[config.mk]
export PLATFORM = sky130hd
export DESIGN_NAME = encoder_8x3_pending
export DESIGN_NICKNAME = d
export VERILOG_FILES = /design/src/rtl/enc_pkg.sv /design/src/rtl/prio_pick.sv /design/src/rtl/encoder_8x3_pending.sv
export SDC_FILE = /design/constraint.sdc
export NUM_CORES = 1
export LEC_CHECK = 0
export ABC_AREA = 1
export CAP_MARGIN = 20
export CORE_UTILIZATION = 40
export CTS_CLUSTER_DIAMETER = 100
export DETAILED_ROUTE_END_ITERATION = 7
export PLACE_DENSITY = 0.75
export SYNTH_ARGS = -nofsm -noshare
export SYNTH_HDL_FRONTEND = slang
export SYNTH_SLANG_ARGS = --single-unit
export TNS_END_PERCENT = 30
[constraint.sdc]
create_clock -name clk -period 1.95 [get_ports clk]
set_clock_uncertainty 0.2 [all_clocks]
set_input_delay 0.39 -clock clk [delete_from_list [all_inputs] [get_ports clk]]
set_output_delay 0.39 -clock clk [all_outputs]
set_load 0.005 [all_outputs]
[src/rtl/enc_pkg.sv]
// Shared definitions for the pending-request 8-to-3 encoder.
// Optional feature macro: ROUND_ROBIN_EN (rotating priority instead of fixed highest-index).
package enc_pkg;

    localparam int N_REQ  = 8;
    localparam int CODE_W = 3;

    typedef enum logic {
        IDLE  = 1'b0,
        GRANT = 1'b1
    } state_t;

    // Expand a granted index into the clear mask applied to the pending register.
    function automatic logic [N_REQ-1:0] one_hot(input logic [CODE_W-1:0] idx);
        logic [N_REQ-1:0] mask;
        mask      = '0;
        mask[idx] = 1'b1;
        return mask;
    endfunction

endpackage

[src/rtl/prio_pick.sv]
// Combinational priority picker: scans mask downward from 'start', wrapping
// around, and reports the first set index. Index arithmetic wraps naturally
// because N_REQ is a power of two equal to 2**CODE_W.
module prio_pick
    import enc_pkg::*;
#(
    parameter int N_REQ  = enc_pkg::N_REQ,
    parameter int CODE_W = enc_pkg::CODE_W
) (
    input  logic [N_REQ-1:0]  mask,
    input  logic [CODE_W-1:0] start,
    output logic [CODE_W-1:0] idx,
    output logic              any
);

    logic [CODE_W-1:0] pos;

    // Walk from start downward; the first set bit encountered wins.
    always_comb begin
        idx = '0;
        any = 1'b0;
        pos = '0;
        for (int k = 0; k < N_REQ; k++) begin
            pos = start - CODE_W'(k);
            if (!any && mask[pos]) begin
                idx = pos;
                any = 1'b1;
            end
        end
    end

endmodule

[src/rtl/encoder_8x3_pending.sv]
// Registered 8-to-3 encoder with a pending-request register and valid/ack
// handshake. Active-low request strobes are latched into 'pend' and served
// one at a time as a binary code.
// Optional feature macro: ROUND_ROBIN_EN. When defined, the search starts
// just below the most recently granted index so a persistent high request
// cannot starve lower ones; otherwise the highest pending index always wins.
module encoder_8x3_pending
    import enc_pkg::*;
#(
    parameter int N_REQ  = enc_pkg::N_REQ,
    parameter int CODE_W = enc_pkg::CODE_W
) (
    input  logic              clk,
    input  logic              rst_n,
    input  logic [N_REQ-1:0]  req_n,
    input  logic              en_n,
    input  logic              ack,
    output logic [CODE_W-1:0] code,
    output logic              valid,
    output logic [N_REQ-1:0]  pend
);

    state_t            state;
    logic [N_REQ-1:0]  clr;
    logic [N_REQ-1:0]  set;
    logic [CODE_W-1:0] pick_start;
    logic [CODE_W-1:0] pick_idx;
    logic              pick_any;

`ifdef ROUND_ROBIN_EN
    logic [CODE_W-1:0] last;

    // Rotating start point: one below the last granted index, wrapping.
    assign pick_start = last - CODE_W'(1);
`else
    // Fixed priority: always start the search at the top index.
    assign pick_start = CODE_W'(N_REQ - 1);
`endif

    // The granted bit is cleared only in the accepting cycle; new requests are
    // captured only while the active-low enable is asserted.
    assign clr = (valid && ack) ? one_hot(code) : '0;
    assign set = ~req_n & {N_REQ{~en_n}};

    prio_pick #(
        .N_REQ  (N_REQ),
        .CODE_W (CODE_W)
    ) u_pick (
        .mask  (pend),
        .start (pick_start),
        .idx   (pick_idx),
        .any   (pick_any)
    );

    // Pending register: set wins over clear so a re-request in the ack cycle survives.
    always_ff @(posedge clk) begin
        if (!rst_n) begin
            pend <= '0;
        end else begin
            pend <= (pend & ~clr) | set;
        end
    end

    // Grant FSM with registered code/valid; one idle cycle separates grants.
    always_ff @(posedge clk) begin
        if (!rst_n) begin
            state <= IDLE;
            code  <= '0;
            valid <= 1'b0;
`ifdef ROUND_ROBIN_EN
            last  <= '0;
`endif
        end else begin
            case (state)
                IDLE: begin
                    if (pick_any) begin
                        code  <= pick_idx;
                        valid <= 1'b1;
                        state <= GRANT;
                    end else begin
                        valid <= 1'b0;
                    end
                end
                GRANT: begin
                    if (ack) begin
                        valid <= 1'b0;
                        state <= IDLE;
`ifdef ROUND_ROBIN_EN
                        last  <= code;
`endif
                    end
                end
                default: begin
                    state <= IDLE;
                    valid <= 1'b0;
                end
            endcase
        end
    end

endmodule

---- Word-level counts from Yosys, hierarchy flattened ----
Index checks and enable logic that the tools add are counted.
cells by class
  magnitude comparators ................... 2
  equal/unequal tests ..................... 1
  multiplexer cells ....................... 24
  bitwise gates (word level) .............. 7
  reductions and logical operators ........ 17
operators with widths
  kind                  count
  $mux W3               8
  $and A8 B8 Y8         2
  $not A8 Y8            2
  $mux W1               12
  $logic_and A1 B1 Y1   9
  $mux W8               1
  $or A8 B8 Y8          1
  $logic_not A1 Y1      7
  $lt A3 B4 Y1 const B  1
  $pmux W1 S2           2
  $demux W1 S3          1
  $ge A3 B1 Y1 const B  1
  $ne A2 B2 Y1 const B  1
  $not A1 Y1            2
  $reduce_and A2 Y1     1
word-level totals
  register bits ........................... 13
  input bits .............................. 12
  output and inout port bits .............. 12

---- Depth between registers and ports, before layout ----
  word-level depth ........................ 24
  gate-level depth with buffers ........... 7
  depth with buffers taken out ............ 7

---- By module ----
From an unflattened synthesis, not the netlist that was laid out.
unflattened totals
  cell total of the unflattened synthesis .. 209
  area, all modules ....................... 1282.5 µm²
modules (own cells, without submodules)
  module               instances  cells an instance  area each (µm²)  seq. area each (µm²)
  prio_pick            1          138                750.7            0.0
  encoder_8x3_pending  1          71                 531.8            260.2

---- Worst setup path after synthesis ----
Ideal clock, no wire load.
  path type ............................... register to register
  start point ............................. register pend[4]
  end point ............................... register state
  arrival ................................. 884 ps
  data required time ...................... 1637 ps
  setup slack ............................. 753 ps
  stages on the path, launching flop included .. 7
  path buffers ............................ 0
  period minus slack after synthesis ...... 1197 ps
  cell sequence ........................... dfxtp_1 -> nor2_2 -> nand4_2 -> nand2_2 -> nand2_1 -> o21ai_1 -> inv_1
on the way
  word-level cells in the longest chain between the ends .. 16
RTL lines
  what                      line                       text
  start: declaration        encoder_8x3_pending.sv:20  output logic [N_REQ-1:0] pend
  start signal: assignment  encoder_8x3_pending.sv:60  pend <= (pend & ~clr) | set;
  $logic_and A1 B1 Y1 *     prio_pick.sv:25            if (!any && mask[pos]) begin
  $mux W1 *                 prio_pick.sv:25
  $logic_not A1 Y1          prio_pick.sv:25
  $logic_and A1 B1 Y1       prio_pick.sv:25
  $mux W1 *                 prio_pick.sv:25
  $logic_not A1 Y1          prio_pick.sv:25
  $logic_and A1 B1 Y1       prio_pick.sv:25
  $mux W1 *                 prio_pick.sv:25
  $logic_not A1 Y1          prio_pick.sv:25
  $logic_and A1 B1 Y1       prio_pick.sv:25
  $mux W1 *                 prio_pick.sv:25
  $logic_not A1 Y1          prio_pick.sv:25
  $logic_and A1 B1 Y1       prio_pick.sv:25
  $mux W1 *                 prio_pick.sv:25
  $mux W1 *                 encoder_8x3_pending.sv:76  if (pick_any) begin
  $pmux W1 S2 *             encoder_8x3_pending.sv:74  case (state)
  end signal: assignment    encoder_8x3_pending.sv:79  state <= GRANT;
  end signal: assignment    encoder_8x3_pending.sv:87  state <= IDLE;
  end signal: assignment    encoder_8x3_pending.sv:94  state <= IDLE;
  end: declaration          encoder_8x3_pending.sv:23  state_t state;
Every way passes the cells marked *; elsewhere a longest branch is shown, timed or not.
A chain may end at the register's enable or synchronous reset.

---- Final worst setup path ----
  start point ............................. register code[2]
  end point ............................... output port code[2]
RTL lines
  what                      line                       text
  start: declaration        encoder_8x3_pending.sv:18  output logic [CODE_W-1:0] code,
  start signal: assignment  encoder_8x3_pending.sv:77  code <= pick_idx;
No word-level cell between the ends.

==> run summary <==
first-pass GRT wire length: 2040 um
Layout area overhead: 44.6%
pin count of the biggest net entering global routing: 12
max-slew violation count: 0
# DRC: 0
maxcap violations: 0
post-synthesis sequential area ratio: 42.7%
Initial Utilization: 44.6%
All-Layer GR Usage: 18.7%
initial antenna violation count: 0
r2r setup slk: 0.65 ns
Distinct cells, synth: 19
FF+latch count, synth: 13
status: finished, final reports clean
Final ANT Viol Nets: 0
Die H: 41.0 um
crit end category: output port
clock tree buffer depth: 2
top_reg_cell synth: dfxtp_1
GRT Residual Overflow: 0
post-synthesis cell count: 81
number of synthesized flops with an enable pin: 0
Worst R2R Path Depth: 6
DRT Pass-1 Iters: 4
Max Freq: 0.551 GHz
Levels on crit path: 1
postcts setup bufs: 0
Tmin final: 1.82 ns
# setup viols final: 0
Syn. warnings: 0
post-synthesis net count: 93
slowest stage cell, crit path: clkdlybuf4s50_1
Die Span X: 41.0 um
launch point of the worst path: code[2]
Buf/Inv on CP: 1
vias in the first global route: 501
CTS tree: yes
setup_tns: 0 ns
Buffers on Ports: 23
headroom to the max-slew limit: 76.0%
n_diodes: 0
initial drt markers: 10
min-delay worst type: reg2reg
Num CTS Buffers: 3
Worst Setup EP: code[2]
Vias per Instance: 5.13
placed cell areas: 855 um2
DPL Wire Length: 1060 um
fin nets: 120
Cell Area, Synth: 609 um2
total number of vias: 626
count leader, synth: dfxtp_1
Post-CTS Hold Fix Bufs: 0
fin crit share: 93.1%
final hold viol count: 0
Clock Root Buffer: clkbuf_4
core area: 0.00137 mm2
Skew-Pair Late Insertion Delay: 0.27 ns
synth cell count leaders: 13 x dfxtp_1, 10 x a21oi_1, 10 x nand2_1, 9 x o21ai_0, 8 x or2_2
H-Tree Level Count: 1
design area: 881 um2
power per standard cell area: 745 mW/mm2
PostCTS Resize Cnt: 0
Worst EP arrival: 1.23 ns
CP peak stage delay: 0.53 ns
crit path kind: reg2out
DIE AREA: 0.00168 mm2
Top delay family on crit path: buffers and inverters
Final Wtd Congestion: 0.783
WL/cell: 11.4 um
Cell Chain, Critical Path: clkdlybuf4s50_1
LEAKAGE: 0.348 nW
top cells by area, synth: dfxtp_1 43%, a21oi_1 8.2%, or2_2 8.2%
Routed WL: 1390 um
crit path max fanout: 5
Peak VDD IR: 381 uV
WP data required: 1.36 ns
top-area cell type share of the netlist area: 42.7%
Yosys top cell by area: dfxtp_1
R2R Path Start: pend[4]
worst r2r dst: valid
crit path launch type: flip-flop
io pins: 24
RSZ-0062 raised after global routing: no
share of cells above drive strength 1: 17.8%
clk slew on worst S/H paths: 0.08 ns
Fill cells: 133
Pwr Total: 0.000656 W
row count: 13
# clock sinks: 13
average cell area after synthesis: 7.52 um2
Synth async-reset ratio: 0%
Slew @ Worst Pin: 0.359 ns
metrics by stage:
stage               std cells  hold slack, ns  worst slack [ns]  utilization [%]
floorplan                  81           0.279             0.753                -
global placement          118           0.296             0.244             62.5
detailed placement        118           0.299             0.260             62.5
CTS                       122           0.312             0.127             64.5
global route              122           0.347            0.0873             64.5
finish                    122           0.313             0.134             64.5
worst min path at each step:
stage / from / end / depth (start not counted)
floorplan: pend[0] / pend[0] / 2
global placement: pend[0] / pend[0] / 2
detailed placement: pend[0] / pend[0] / 2
CTS: pend[0] / pend[0] / 2
global route: pend[4] / pend[4] / 2
finish: pend[0] / pend[0] / 2
logic make-up after synthesis:
group	Yosys count	share of synthesized area [%]
AO/OA/AOI/OAI	23	19.5
buffers and inverters	10	6.16
flip-flops	13	42.7
AND/OR/NAND/NOR	35	31.6
sequential cells by signal, summed over array words and instances, names as in the netlist:
name,flops
valid,1
state,1
code,3
pend,8
layout make-up:
cell class | instances | area, um2 | area share (%)
flip-flops and latches | 13 | 260 | 29.5
repair buffers | 23 | 230 | 26.1
well taps | 15 | 18.8 | 2.13
clock buffers | 4 | 26.3 | 2.98
inverters | 9 | 33.8 | 3.84
multi-input cells | 58 | 312 | 35.4
power breakdown:
| part | internal (W) | switching [W] | leakage (nW) | total [W] |
|---|---|---|---|---|
| registers | 0.000292 | 0.0000278 | 0.108 | 0.000319 |
| logic | 0.0000948 | 0.0000749 | 0.225 | 0.000170 |
| clock network | 0.0000790 | 0.0000883 | 0.0150 | 0.000167 |
| total | 0.000465 | 0.000191 | 0.348 | 0.000656 |
layout by cell type, fill, tap and decap left out, drive strengths merged:
master / count
clkinv: 1
nand2: 12
nand3b: 1
clkbuf: 4
clkdlybuf4s50: 23
a21oi: 11
o21ai: 12
or2: 8
nand3: 6
nand4: 1
nor2: 6
dfxtp: 13
nor3b: 1
inv: 8
routing by layer:
layer  vias up  routed length (um)  track usage, %
met2        14                 619            31.6
met3         2                  51            3.26
met5         -                   0               0
met1       292                 697            23.1
li1        318                   -               -
met4         0                  17            7.50
No activity file was read; power rests on OpenSTA's default activity.
